## src/rtl/axi4_test_pkg.sv

```systemverilog
// Shared definitions for the LPDDR4 AXI4 test path: lane count, checker state
// encoding and the pattern-increment rule common to the write and check stages.
package axi4_test_pkg;

  localparam logic [1:0] ST_IDLE  = 2'd0;
  localparam logic [1:0] ST_ARMED = 2'd1;
  localparam logic [1:0] ST_CHECK = 2'd2;

  typedef enum logic [1:0] {
    IDLE  = ST_IDLE,
    ARMED = ST_ARMED,
    CHECK = ST_CHECK
  } chk_state_e;

  localparam int unsigned ERR_CNT_W  = 16;
  localparam int unsigned BEAT_CNT_W = 32;

  function automatic int unsigned calc_lanes(input int unsigned bus_w,
                                             input int unsigned lane_w);
    return bus_w / lane_w;
  endfunction

  // Lane-width modular add: the single definition of how the pattern advances.
  function automatic logic [31:0] pat_add(input logic [31:0] a,
                                          input logic [31:0] b,
                                          input int unsigned lane_w);
    logic [63:0] mask;
    mask = (64'd1 << lane_w) - 64'd1;
    return 32'((64'(a) + 64'(b)) & mask);
  endfunction

endpackage

```

## src/rtl/axi4_pattern_gen.sv

```systemverilog
// Expected-word generator: base register plus per-lane adders. Lane x of the
// current beat is base + x; the base advances by LANES per accepted beat.
module axi4_pattern_gen
  import axi4_test_pkg::*;
#(
  parameter int unsigned pDataBitWidth = 16,
  parameter int unsigned pLanes        = 32,
  parameter int unsigned pPatSeed      = 0
) (
  input  logic                              clk,
  input  logic                              rst_n,
  input  logic                              cke,
  input  logic                              clr,
  output logic [pLanes*pDataBitWidth-1:0]   exp_word_c
);

  localparam int unsigned W = pDataBitWidth;
  localparam logic [W-1:0] SEED_W = W'(pPatSeed);

  logic [W-1:0] base_q;

  always_ff @(posedge clk or negedge rst_n) begin
    if (!rst_n) begin
      base_q <= SEED_W;
    end else if (clr) begin
      base_q <= SEED_W;
    end else if (cke) begin
      base_q <= W'(pat_add(32'(base_q), 32'(pLanes), W));
    end
  end

  always_comb begin
    exp_word_c = '0;
    for (int x = 0; x < int'(pLanes); x++) begin
      exp_word_c[x*W +: W] = W'(pat_add(32'(base_q), 32'(x), W));
    end
  end

endmodule

```

## config.mk

```make
export PLATFORM = sky130hd
export DESIGN_NAME = axi4_pattern_gen
export DESIGN_NICKNAME = d
export VERILOG_FILES = /design/src/rtl/axi4_test_pkg.sv /design/src/rtl/axi4_pattern_gen.sv
export SDC_FILE = /design/constraint.sdc
export NUM_CORES = 1
export LEC_CHECK = 0
export CORE_AREA = 4 4 197 199
export CTS_CLUSTER_DIAMETER = 50
export CTS_CLUSTER_SIZE = 16
export DETAILED_ROUTE_END_ITERATION = 7
export DIE_AREA = 0 0 201 203
export GPL_ROUTABILITY_DRIVEN = 1
export PLACE_DENSITY = 0.46
export SYNTH_ARGS = -nofsm -noshare
export SYNTH_HDL_FRONTEND = slang
export SYNTH_SLANG_ARGS = --single-unit
```

## constraint.sdc

```tcl
create_clock -name clk -period 4.1 [get_ports clk]
set_input_delay 0.615 -clock clk [delete_from_list [all_inputs] [get_ports clk]]
set_output_delay 0.615 -clock clk [all_outputs]
set_load 0.05 [all_outputs]
```

* After elaboration in Yosys (flattened, before gate mapping)
Cells that the tools add are included.
** Operators by class
- Add/subtract/negate cells :: 32
- Multipliers :: 0
- Div/mod/pow operators :: 0
- Order comparisons :: 0
- Equal/unequal tests :: 0
- Shift-type cells :: 0
- Multiplexer cells :: 2
- Bitwise operators :: 0
- Reduce and logical (&&, ||, !) cells :: 1
** Operator list (count)
- 16-bit by 5-bit adder with 16-bit output, second input constant :: 16
- 16-bit by 4-bit adder with 16-bit output, second input constant :: 8
- 16-bit by 3-bit adder with 16-bit output, second input constant :: 4
- 16-bit by 2-bit adder with 16-bit output, second input constant :: 2
- 16-bit two-way mux :: 2
- 16-bit by 1-bit adder with 16-bit output, second input constant :: 1
- 16-bit by 6-bit adder with 16-bit output, second input constant :: 1
- 2-bit nonzero test :: 1
** Word-level totals
- Flip-flop bits (word level) :: 16
- Latch bits :: 0
- Memory bits (writable) :: 0
- ROM bits :: 0
- Input bits :: 4
- Output and inout port bits :: 512
- Word-level logic and storage cells :: 36
- Memories :: 0

* Longest topological paths before layout
Gate-level depths: netlist (run 1).
- Word-level depth :: 3
- Gate-level depth with buffers :: 4
- Depth with buffers taken out :: 4

* Worst setup path after synthesis (run 1)
OpenSTA, ideal clock, no wires.
- Kind :: register to output
- Start point :: reg base_q[9]
- End point :: out exp_word_c[105]
- Arrival :: 2141 ps
- Required time :: 3485 ps
- Slack :: 1344 ps
- Stages on the path, launching flop included :: 3
- Path buffers :: 2
- Path through :: dfrtp_1 > clkbuf_1 > buf_4
** Between the ends
- Longest elaborated chain between the ends :: 1
** RTL lines
- start: declaration :: line axi4_pattern_gen.sv:20 : logic [W-1:0] base_q;
- start signal: assignment :: line axi4_pattern_gen.sv:28 : base_q <= W'(pat_add(32'(base_q), 32'(pLanes), W));
- 16-bit by 3-bit adder with 16-bit output :: line axi4_test_pkg.sv:29 : return 32'((64'(a) + 64'(b)) & mask);
- end: declaration :: line axi4_pattern_gen.sv:14 : output logic [pLanes*pDataBitWidth-1:0] exp_word_c
No other way between the ends.

* Worst setup path in the final report (run 1)
- Start point :: reg base_q[13]
- End point :: out exp_word_c[429]
** Between the ends
- Longest elaborated chain between the ends :: 1
** RTL lines (line)
- 16-bit by 5-bit adder with 16-bit output :: axi4_test_pkg.sv:29
No other way between the ends.

==> out/results.env, run 1 <==
FINALHOLDVIOLCOUNT=0
CLOCK_TREE.ROOT_CELL='sky130_fd_sc_hd__clkbuf_16'
SHARE_OF_CELLS_ABOVE_DRIVE_STRENGTH_1=0.0105
SETUP-TNS-FINAL_NS=0
RSZ0062_AT_GRT='no'
VIASPERCELL=2.24
DRT-TOTAL-WL_UM=9630
YS_SEQ_AREA_FRAC=0.0646
DRT.ANTENNA.VIOLATING_NETS=0
MIN_PERIOD_OVER_PERIOD=0.715
OUTCOME='completed'
TRITONCTS='built'
VDD_IR_DROP_MAX_mV=0.0836
CTSHTREEMAXLEVEL=1
P_LEAK_nW=1.99
TIMING.FINAL.MAX_SLEW_VIOLATIONS=0
GRT_PASS1_WL_UM=12400
GATE_COUNT_AFTER_TECHNOLOGY_MAPPING=558
NUMBER_OF_SYNTHESIZED_REGISTER_BITS=11
PWR_DENSITY_CELL_nW_PER_UM2=188
MAXCAPVIOLCOUNT=0
INSERTEDDIODECOUNT=0
CLOCK_PATH_BUFFERS=2
POWER.TOTAL_mW=1.01
CP_NUM_CELLS=1
CP_TOP_FAMILY='flip-flops'
SYNTH-MAIN-FF-CELL='sky130_fd_sc_hd__dfrtp_1'
GROUTE.USAGE.OVERALL=0.0378
IO_PINS=516
POST_DRT_WL_PER_CELL_UM=9.21
NUMCTSBUFFERS=3
DIE_OUTLINE_HEIGHT_UM=203
INITIAL_CORE_UTIL=0.114
SYNTH_AREA_LEADER_CELL='sky130_fd_sc_hd__buf_4'
YS_WARN_COUNT=0
FILLERS=4171
CRITICAL_PATH_BUF_INV_COUNT=1
MULTI_INPUT_GATE_AREA_UM2=862
MAXIMUM_CLOCK_SKEW_AT_FINAL_LAYOUT_NS=0.00139
DP_HPWL_UM=8060
REG_WITH_MOST_FFS='base_q'
DETAIL_ROUTE.DRC_VIOLATIONS=0
CRIT_FANOUT=36
POST-SYNTH-TOP-AREA-FRACTION=0.846
LARGEST_REGISTER_FF_COUNT=11
FP.DIEAREA_UM2=40800
IO_BUFFERS=355
DEPTH_OF_THE_MOST_CRITICAL_REG_TO_REG_PATH=4
POST_CTS_HOLD_BUFFER_COUNT=0
RELSLEWSLACK=0.245
START_KIND='flip-flop'
VIA_COUNT=2343
PATH_CATEGORY_OF_THE_WORST_MIN_DELAY_CHECK='in -> async'
HOLD_SLACK_NS=0.733
ROUTABILITYCONGESTION=0.583
DRT_ITER0_DRC=118
REGS_BY_FF_COUNT='base_q x11'
SLOWEST_DELAY_NS=1.08
POST_SYNTH.CELL_AREA_AVG_UM2=7.64
LIBRARY_CELLS_USED_BY_SYNTHESIS=26
FLOORPLAN.ROWS=71
SYNTH_EDF_COUNT=0
CRIT_CHAIN='clkdlybuf4s50_1'
NUMCLOCKSINKS=11
WORST-ENDPOINT-REQUIRED_NS=3.48
DIE_X_UM=201
AREA_GROWTH_SYN_TO_LAYOUT_PCT=26.2
GRT_MAX_DEGREE=38
END_KIND='output port'
GRT_PASS1_VIAS=2021
POST_CTS_RESIZE_COUNT=0
UTILIZATION=0.144
GLOBAL_ROUTE.OVERFLOW_TOTAL=0
TIMING.FMAX_MHz=341
SYNTH.MOST_COMMON_CELL='sky130_fd_sc_hd__buf_4'
FINALNETCOUNT=578
WORST_SKEW_PAIR.LATE_LATENCY_NS=0.24
FINAL_PERIOD_MINUS_WORST_SETUP_SLACK_NS=2.93
ANTENNA_FOUND_INITIAL=1
POST_SYNTH_MAIN_AREA_CONTRIBUTORS='sky130_fd_sc_hd__buf_4, sky130_fd_sc_hd__dfrtp_1, sky130_fd_sc_hd__clkbuf_1, sky130_fd_sc_hd__o2111ai_4, sky130_fd_sc_hd__a21oi_1'
MAX_SLEW.WORST_PIN.SLEW_NS=1.13
CTS.CLK_SLEW.WORST_PATHS_NS=0.04
TIMING.SETUP.CRITICAL_PATH_CLASS='reg -> out'
AREA_OF_THE_MAPPED_NETLIST_UM2=4260
NUMBER_OF_SETUP_BUFFERS_ADDED_AFTER_CTS=0
SETUP_VIOL_COUNT_FINAL=0
SYNTHARSTFLOPSHARE=1.00
DRT_FIRST_PASS_ITERS=4
NETLIST_TOP_CELLS_COUNT='sky130_fd_sc_hd__buf_4, sky130_fd_sc_hd__clkbuf_1, sky130_fd_sc_hd__dfrtp_1, sky130_fd_sc_hd__nor2_1, sky130_fd_sc_hd__a21oi_1'
CRIT_PATH_TOP_DELAY_CELL='sky130_fd_sc_hd__dfrtp_1'
WORST_EP_ARRIVAL_TIME_NS=2.32
FP.COREAREA_UM2=37200
SEQCELLAREA_UM2=275
-- power by group --
part | switching, mW | total, mW | leakage, nW | internal (mW)
logic | 0.600 | 0.712 | 1.80 | 0.112
registers | 0.0138 | 0.125 | 0.152 | 0.111
clock network | 0.0469 | 0.177 | 0.0382 | 0.130
-- placed cells by master (no fill, tap or decap) --
cell	n
sky130_fd_sc_hd__a21oi_1	5
sky130_fd_sc_hd__buf_4	1
sky130_fd_sc_hd__clkbuf_1	1
sky130_fd_sc_hd__clkbuf_16	3
sky130_fd_sc_hd__clkdlybuf4s50_1	355
sky130_fd_sc_hd__conb_1	160
sky130_fd_sc_hd__dfrtp_1	11
sky130_fd_sc_hd__ha_1	1
sky130_fd_sc_hd__inv_1	2
sky130_fd_sc_hd__mux2_2	1
sky130_fd_sc_hd__mux2i_1	1
sky130_fd_sc_hd__nand2_1	3
sky130_fd_sc_hd__nand3_1	2
sky130_fd_sc_hd__nand4_1	2
sky130_fd_sc_hd__nor2_1	6
sky130_fd_sc_hd__nor2b_1	1
sky130_fd_sc_hd__nor4_1	1
sky130_fd_sc_hd__o2111ai_4	1
sky130_fd_sc_hd__o21ai_0	2
sky130_fd_sc_hd__o21ai_1	1
sky130_fd_sc_hd__o31ai_1	3
sky130_fd_sc_hd__or3_1	2
sky130_fd_sc_hd__or4_1	3
sky130_fd_sc_hd__xnor2_1	2
sky130_fd_sc_hd__xor2_1	2
-- kinds of logic (layout without fill, tap and decap cells) --
| group | after synthesis | in the layout | synth area share |
|---|---|---|---|
| AO/OA/AOI/OAI | 12 | 12 | 0.0208 |
| XOR/XNOR | 4 | 4 | 0.00822 |
| adder cells (fa/ha/maj) | 1 | 1 | 0.00294 |
| buffers and inverters | 506 | 362 | 0.872 |
| flip-flops | 11 | 11 | 0.0646 |
| multiplexers | 2 | 2 | 0.00499 |
| other | 2 | 160 | 0.00176 |
| AND/OR/NAND/NOR | 20 | 20 | 0.0244 |
-- final timing paths --
path	slack [ns]	endpoint	startpoint
worst min-delay path	0.73	base_q[15]	rst_n
worst max-delay path	1.17	exp_word_c[429]	base_q[13]
worst min register to register	0.84	base_q[5]	base_q[5]
min in group clk	0.84	base_q[5]	base_q[5]
worst max register to register	1.74	base_q[15]	base_q[6]
max in group asynchronous	3.02	base_q[8]	rst_n
-- metrics by stage --
| step | cells | cell area, µm² | setup WS, ns |
|---|---|---|---|
| floorplan | 716 | 4850 | 1.34 |
| global placement | 1042 | 5300 | 1.38 |
| detailed placement | 1042 | 5300 | 1.34 |
| CTS | 1046 | 5380 | 1.09 |
| global route | 1046 | 5380 | 0.970 |
| finish | 1046 | 5380 | 1.17 |
-- final cells by class --
cell class                 instances  area share
inverter                           2     0.00140
clock buffer                       4      0.0147
multi-input combinational        199       0.160
timing repair buffer             356       0.662
sequential                        11      0.0512
tap                              474       0.110
-- metal layers --
metal  up-vias  wire length [µm]  GRT usage  share of wire
li1       1071                 -          -              -
met1      1057              3220     0.0381           0.33
met2       209              5320     0.0714           0.55
met3         4               978     0.0149           0.10
met4         2                97     0.0118          0.010
met5         -                14          0         0.0015
Power figures use the tool's default switching activity.
==> run 2: changes to the inputs <==
--- a/config.mk
+++ b/config.mk
@@ -11,7 +11,7 @@
 export DETAILED_ROUTE_END_ITERATION = 7
 export DIE_AREA = 0 0 201 203
 export GPL_ROUTABILITY_DRIVEN = 1
-export PLACE_DENSITY = 0.46
+export PLACE_DENSITY = 0.47
 export SYNTH_ARGS = -nofsm -noshare
 export SYNTH_HDL_FRONTEND = slang
 export SYNTH_SLANG_ARGS = --single-unit
==> constraint.sdc (replaced) <==
create_clock -name clk -period 2.5 [get_ports clk]
set_input_delay 0.375 -clock clk [delete_from_list [all_inputs] [get_ports clk]]
set_output_delay 0.375 -clock clk [all_outputs]
set_load 0.05 [all_outputs]
==> out/results.env, run 2 (same netlist as run 1, synthesis figures left out) <==
SHARE_OF_CELLS_ABOVE_DRIVE_STRENGTH_1=0.635  # +0.624
WORST_SLACK_NS=0.579  # -0.590 ns
SETUP-TNS-FINAL_NS=0  # unchanged
DIE_OUTLINE_HEIGHT_UM=203  # unchanged
VIA_COUNT=2428  # +3.6%
GRT_PASS1_VIAS=1915  # -5.2%
MAXCAPVIOLCOUNT=0  # unchanged
DRT_FIRST_PASS_ITERS=4  # unchanged
REGS_BY_FF_COUNT='base_q x11'
NUMBER_OF_SETUP_BUFFERS_ADDED_AFTER_CTS=0  # unchanged
CELLINTERNALPOWER_uW=701  # +98%
OUTCOME='completed'
VIASPERCELL=2.29  # +2.3%
NUMCTSBUFFERS=3  # unchanged
END_KIND='output port'
VDD_IR_DROP_MAX_mV=0.162  # +94%
FP.COREAREA_UM2=37200  # unchanged
FP.DIEAREA_UM2=40800  # unchanged
WORST_SKEW_PAIR.LATE_LATENCY_NS=0.24  # about the same
WORST_EP_ARRIVAL_TIME_NS=1.55  # -0.77 ns
FLOORPLAN.ROWS=71  # unchanged
GLOBAL_ROUTE.OVERFLOW_TOTAL=0  # unchanged
CP_TOP_FAMILY='buffers and inverters'
SHARE_SEQ_OF_TOTAL_POWER=0.101  # -0.022
DETAIL_ROUTE.DRC_VIOLATIONS=0  # unchanged
CTS.CLK_SLEW.WORST_PATHS_NS=0.04  # about the same
FINALNETCOUNT=592  # +2.4%
MAX_SLEW.WORST_PIN.SLEW_NS=0.711  # -0.422 ns
IO_BUFFERS=355  # unchanged
GRT_PASS1_WL_UM=12700  # +2.3%
MIN_PERIOD_OVER_PERIOD=0.769
P_LEAK_nW=3.16  # +59%
NUMCLOCKSINKS=11  # unchanged
IO_PINS=516  # unchanged
REG_WITH_MOST_FFS='base_q'
SETUP_VIOL_COUNT_FINAL=0  # unchanged
SLOWEST_DELAY_NS=0.61  # -0.47 ns
CP_NUM_CELLS=2  # +1
INSERTEDDIODECOUNT=0  # unchanged
PWR_DENSITY_CELL_nW_PER_UM2=292  # +55%
FINAL_PERIOD_MINUS_WORST_SETUP_SLACK_NS=1.92
INITIAL_CORE_UTIL=0.114  # unchanged
TIMING.FMAX_MHz=520
PLACE_WS_NS=0.413  # -0.927 ns
CRIT_FANOUT=25  # -31%
DRT.ANTENNA.VIOLATING_NETS=0  # unchanged
DIE_X_UM=201  # unchanged
CRITICAL_PATH_BUF_INV_COUNT=2  # +1
PATH_CATEGORY_OF_THE_WORST_MIN_DELAY_CHECK='in -> async'
LARGEST_REGISTER_FF_COUNT=11  # unchanged
DRT-TOTAL-WL_UM=9880  # +2.6%
POST_DRT_WL_PER_CELL_UM=9.32  # +1.2%
DP_HPWL_UM=8680  # +7.7%
SHARE_COMB_OF_TOTAL_POWER=0.739  # +0.037
CRIT_PATH_TOP_DELAY_CELL='sky130_fd_sc_hd__buf_4'
MAXIMUM_CLOCK_SKEW_AT_FINAL_LAYOUT_NS=0.00366  # +0.00227 ns
GRT_MAX_DEGREE=37  # -2.6%
TIMING.FINAL.MAX_SLEW_VIOLATIONS=0  # unchanged
POWER.NET_SWITCHING_mW=1.13  # +71%
LAYOUT_COMMON_CELLS='sky130_fd_sc_hd__buf_4, sky130_fd_sc_hd__conb_1, sky130_fd_sc_hd__buf_12'
TIMING.SETUP.CRITICAL_PATH_CLASS='reg -> out'
GROUTE.USAGE.OVERALL=0.0398  # +0.00203
ANTENNA_FOUND_INITIAL=0  # -1
CLOCK_TREE.ROOT_CELL='sky130_fd_sc_hd__clkbuf_16'
RELSLEWSLACK=0.526  # +0.281
FINALHOLDVIOLCOUNT=0  # unchanged
MOSTFREQUENTLAYOUTCELL='sky130_fd_sc_hd__buf_4'
AREA_GROWTH_SYN_TO_LAYOUT_PCT=47.0
TRITONCTS='built'
START_KIND='flip-flop'
POWER.SHARE.CLOCK=0.160  # -0.015
POST_CTS_HOLD_BUFFER_COUNT=0  # unchanged
ROUTABILITYCONGESTION=0.668  # +15%
POST_CTS_RESIZE_COUNT=0  # unchanged
DEPTH_OF_THE_MOST_CRITICAL_REG_TO_REG_PATH=3  # -1
WORST-ENDPOINT-REQUIRED_NS=2.12  # -1.36 ns
CLOCK_PATH_BUFFERS=2  # unchanged
FRACTION_OF_POWER_SPENT_SWITCHING_NETS=0.617  # -0.0347
CTSHTREEMAXLEVEL=1  # unchanged
DRT_ITER0_DRC=78  # -34%
RSZ0062_AT_GRT='no'
CRIT_CHAIN='buf_4 -> buf_12'
## run 2: layout make-up
type | count | area, µm²
clock buffer | 4 | 78.8
fill | 4000 | 31000
inverter | 2 | 7.51
multi-input combinational | 199 | 862
sequential | 11 | 275
tap | 474 | 593
timing repair buffer | 370 | 4450
## run 2: final timing paths
path / startpoint / endpoint / slack [ns]
max: base_q[7] / exp_word_c[247] / 0.58
min: rst_n / base_q[14] / 0.50
max reg2reg: base_q[12] / base_q[14] / 0.71
min reg2reg: base_q[6] / base_q[6] / 0.64
max in group asynchronous: rst_n / base_q[13] / 1.63
min in group clk: base_q[6] / base_q[6] / 0.64
## run 2: through the flow
step | util | cell area [µm²] | power [mW] | hold WS, ns | std cells
2_1_floorplan | - | 4860 | 1.49 | 0.0794 | 716
3_3_place_gp | 0.166 | 6190 | 1.54 | 0.614 | 1056
3_5_place_dp | 0.166 | 6190 | 1.54 | 0.628 | 1056
4_1_cts | 0.168 | 6270 | 1.84 | 0.518 | 1060
5_1_grt | 0.168 | 6270 | 1.88 | 0.542 | 1060
6_report | 0.168 | 6270 | 1.83 | 0.500 | 1060
## run 2: power groups by stage
stage	logic, mW	registers [mW]	clock network (mW)
finish	1.35	0.185	0.293
global route	1.38	0.186	0.307
CTS	1.35	0.185	0.297
detailed placement	1.35	0.188	0
global placement	1.35	0.188	0
floorplan	1.27	0.212	0
## run 2: metal layers
layer | global-route usage | up-vias | share of wire | wire [µm]
met5 | 0 | - | 0 | 0
li1 | - | 1104 | - | -
met1 | 0.0406 | 1082 | 0.29 | 2860
met2 | 0.0772 | 237 | 0.57 | 5660
met4 | 0.0170 | 0 | 0.016 | 157
met3 | 0.00942 | 5 | 0.12 | 1210
==> run 3: changes to the inputs <==
==> constraint.sdc (replaced) <==
create_clock -name clk -period 1.55 [get_ports clk]
set_input_delay 0.2325 -clock clk [delete_from_list [all_inputs] [get_ports clk]]
set_output_delay 0.2325 -clock clk [all_outputs]
set_load 0.05 [all_outputs]
==> out/results.env, run 3 (same netlist as run 1, synthesis figures left out) <==
OUTCOME='completed'
TIMING.FMAX_MHz=664
DRT.ANTENNA.VIOLATING_NETS=0  # unchanged
IO_BUFFERS=355  # unchanged
END_KIND='output port'
STARTPOINT='base_q[7]'
VDD_IR_DROP_MAX_mV=0.287  # +77%
VIASPERCELL=2.33  # +1.9%
PLACE_WS_NS=-0.210  # -0.623 ns
POWER.TOTAL_mW=3.19  # +74%
DRT_ITER0_DRC=68  # -13%
FRACTION_OF_POWER_SPENT_SWITCHING_NETS=0.584  # -0.0325
UTILIZATION=0.253  # +0.0849
NUMCLOCKSINKS=11  # unchanged
GRT_MAX_DEGREE=35  # -5.4%
GROUTE.USAGE.OVERALL=0.0504  # +0.0106
SHARE_SEQ_OF_TOTAL_POWER=0.096  # -0.005
GRT_PASS1_WL_UM=16500  # +30%
POWER.NET_SWITCHING_mW=1.86  # +65%
WORST_EP_ARRIVAL_TIME_NS=1.27  # -0.28 ns
CLOCK_PATH_BUFFERS=2  # unchanged
PATH_CATEGORY_OF_THE_WORST_MIN_DELAY_CHECK='in -> async'
GLOBAL_ROUTE.OVERFLOW_TOTAL=0  # unchanged
DP_HPWL_UM=10200  # +17%
IO_PINS=516  # unchanged
ROUTABILITYCONGESTION=0.670  # +0.33%
LAYOUT_COMMON_CELLS='sky130_fd_sc_hd__buf_12, sky130_fd_sc_hd__conb_1, sky130_fd_sc_hd__buf_4'
AREA_GROWTH_SYN_TO_LAYOUT_PCT=121
PWR_DENSITY_CELL_nW_PER_UM2=339  # +16%
CRIT_CHAIN='buf_16 -> buf_12'
TRITONCTS='built'
P_LEAK_nW=3.89  # +23%
FILLERS=3774  # -5.7%
DRT-TOTAL-WL_UM=12100  # +23%
MAX_SLEW.WORST_PIN.SLEW_NS=0.506  # -0.205 ns
MIN_PERIOD_OVER_PERIOD=0.971
TIMING.SETUP.CRITICAL_PATH_CLASS='reg -> out'
CRIT_FANOUT=32  # +28%
HOLD_SLACK_NS=0.336  # -0.164 ns
ANTENNA_FOUND_INITIAL=0  # unchanged
POST_CTS_HOLD_BUFFER_COUNT=0  # unchanged
NUMCTSBUFFERS=3  # unchanged
INSERTEDDIODECOUNT=0  # unchanged
TIMING.FINAL.MAX_SLEW_VIOLATIONS=0  # unchanged
SLOWEST_DELAY_NS=0.48  # -0.13 ns
DIE_OUTLINE_HEIGHT_UM=203  # unchanged
POWER.SHARE.CLOCK=0.146  # -0.014
FP.DIEAREA_UM2=40800  # unchanged
MAXCAPVIOLCOUNT=0  # unchanged
REG_WITH_MOST_FFS='base_q'
CELLINTERNALPOWER_mW=1.33  # +89%
CRIT_PATH_TOP_DELAY_CELL='sky130_fd_sc_hd__dfrtp_2'
WORST_SKEW_PAIR.LATE_LATENCY_NS=0.24  # about the same
CLOCK_TREE.ROOT_CELL='sky130_fd_sc_hd__clkbuf_16'
SHARE_COMB_OF_TOTAL_POWER=0.758  # +0.019
SETUP_VIOL_COUNT_FINAL=0  # unchanged
PLACEDINSTANCEAREA_UM2=9210  # +49%
CP_TOP_FAMILY='buffers and inverters'
POST_DRT_WL_PER_CELL_UM=11.3  # +21%
LARGEST_REGISTER_FF_COUNT=11  # unchanged
FINALNETCOUNT=610  # +3.0%
CTSHTREEMAXLEVEL=1  # unchanged
DRT_FIRST_PASS_ITERS=4  # unchanged
WORSTREG2REGSTART='base_q[5]'
STDCELL_AREA_UM2=9430  # +50%
RELSLEWSLACK=0.662  # +0.136
START_KIND='flip-flop'
FP.COREAREA_UM2=37200  # unchanged
DIE_X_UM=201  # unchanged
PLACED_CELLS_INCL_TAPS=1065  # +0.85%
MOSTFREQUENTLAYOUTCELL='sky130_fd_sc_hd__buf_12'
CRITICAL_PATH_BUF_INV_COUNT=2  # unchanged
SHARE_OF_CELLS_ABOVE_DRIVE_STRENGTH_1=0.667  # +0.0324
MAXIMUM_CLOCK_SKEW_AT_FINAL_LAYOUT_NS=0.00315  # -0.000502 ns
CTS.CLK_SLEW.WORST_PATHS_NS=0.04  # about the same
FLOORPLAN.ROWS=71  # unchanged
INITIAL_CORE_UTIL=0.114  # unchanged
FINAL-INSTANCE-COUNT-EXCL-FILL=1078  # +1.7%
FINAL_PERIOD_MINUS_WORST_SETUP_SLACK_NS=1.51
FINALHOLDVIOLCOUNT=0  # unchanged
WORST_SLACK_NS=0.0445  # -0.534 ns
DETAIL_ROUTE.DRC_VIOLATIONS=0  # unchanged
WORST-ENDPOINT-REQUIRED_NS=1.32  # -0.80 ns
VIA_COUNT=2515  # +3.6%
GRT_PASS1_VIAS=2487  # +30%
REGS_BY_FF_COUNT='base_q x11'
SETUP-TNS-FINAL_NS=0  # unchanged
==> run 3: cell count changes in the layout (fill, tap and decap cells not counted), moves of 2 or more <==
cell / change
sky130_fd_sc_hd__buf_12: +232
sky130_fd_sc_hd__buf_4: -220
sky130_fd_sc_hd__dfrtp_1: -10
sky130_fd_sc_hd__dfrtp_2: +9
sky130_fd_sc_hd__buf_16: +3
sky130_fd_sc_hd__buf_6: +2
==> run 3: repair_timing <==
item,4_1_cts,5_1_grt
gates cloned,1,1
pin swaps,0,0
setup buffers,0,7
endpoints found under the setup margin,33,58
gates resized for setup,3,5
==> run 3: cell type report <==
| cell class | count | area (µm²) | area share |
|---|---|---|---|
| well taps | 474 | 593 | 0.0629 |
| repair buffers | 388 | 7570 | 0.803 |
| clock buffers | 4 | 78.8 | 0.00836 |
| multi-input cells | 199 | 885 | 0.0938 |
| flip-flops and latches | 11 | 290 | 0.0308 |
| inverters | 2 | 7.51 | 0.000796 |
==> run 3: worst paths after layout <==
check / slack, ns / depth (start not counted) / to
max in group asynchronous: 0.83 / 1 / base_q[5]
min in group clk: 0.59 / 2 / base_q[15]
max: 0.04 / 2 / exp_word_c[55]
min reg2reg: 0.59 / 2 / base_q[15]
min: 0.34 / 1 / base_q[15]
max reg2reg: 0.14 / 4 / base_q[15]
==> run 3: worst reg2reg max path: stages, from the launching register on <==
cell,delay [ns]
sky130_fd_sc_hd__dfrtp_4,0.44
sky130_fd_sc_hd__ha_4,0.16
sky130_fd_sc_hd__o2111ai_4,0.17
sky130_fd_sc_hd__or4_1,0.43
sky130_fd_sc_hd__a21oi_1,0.14
==> run 3: power by group through the flow <==
stage / clock [mW] / combinational (mW) / sequential (mW)
after floorplan: 0 / 2.05 / 0.347
after global placement: 0 / 2.42 / 0.310
after detailed placement: 0 / 2.42 / 0.311
after CTS: 0.483 / 2.42 / 0.307
after global routing: 0.508 / 2.48 / 0.307
final: 0.466 / 2.42 / 0.307
==> run 3: layer usage <==
metal,global-route usage,vias to the layer above,wire length (µm)
met5,0,-,0
met4,0.00737,0,41
met3,0.0278,4,1660
met2,0.0947,235,6880
met1,0.0497,1135,3560
li1,-,1141,-
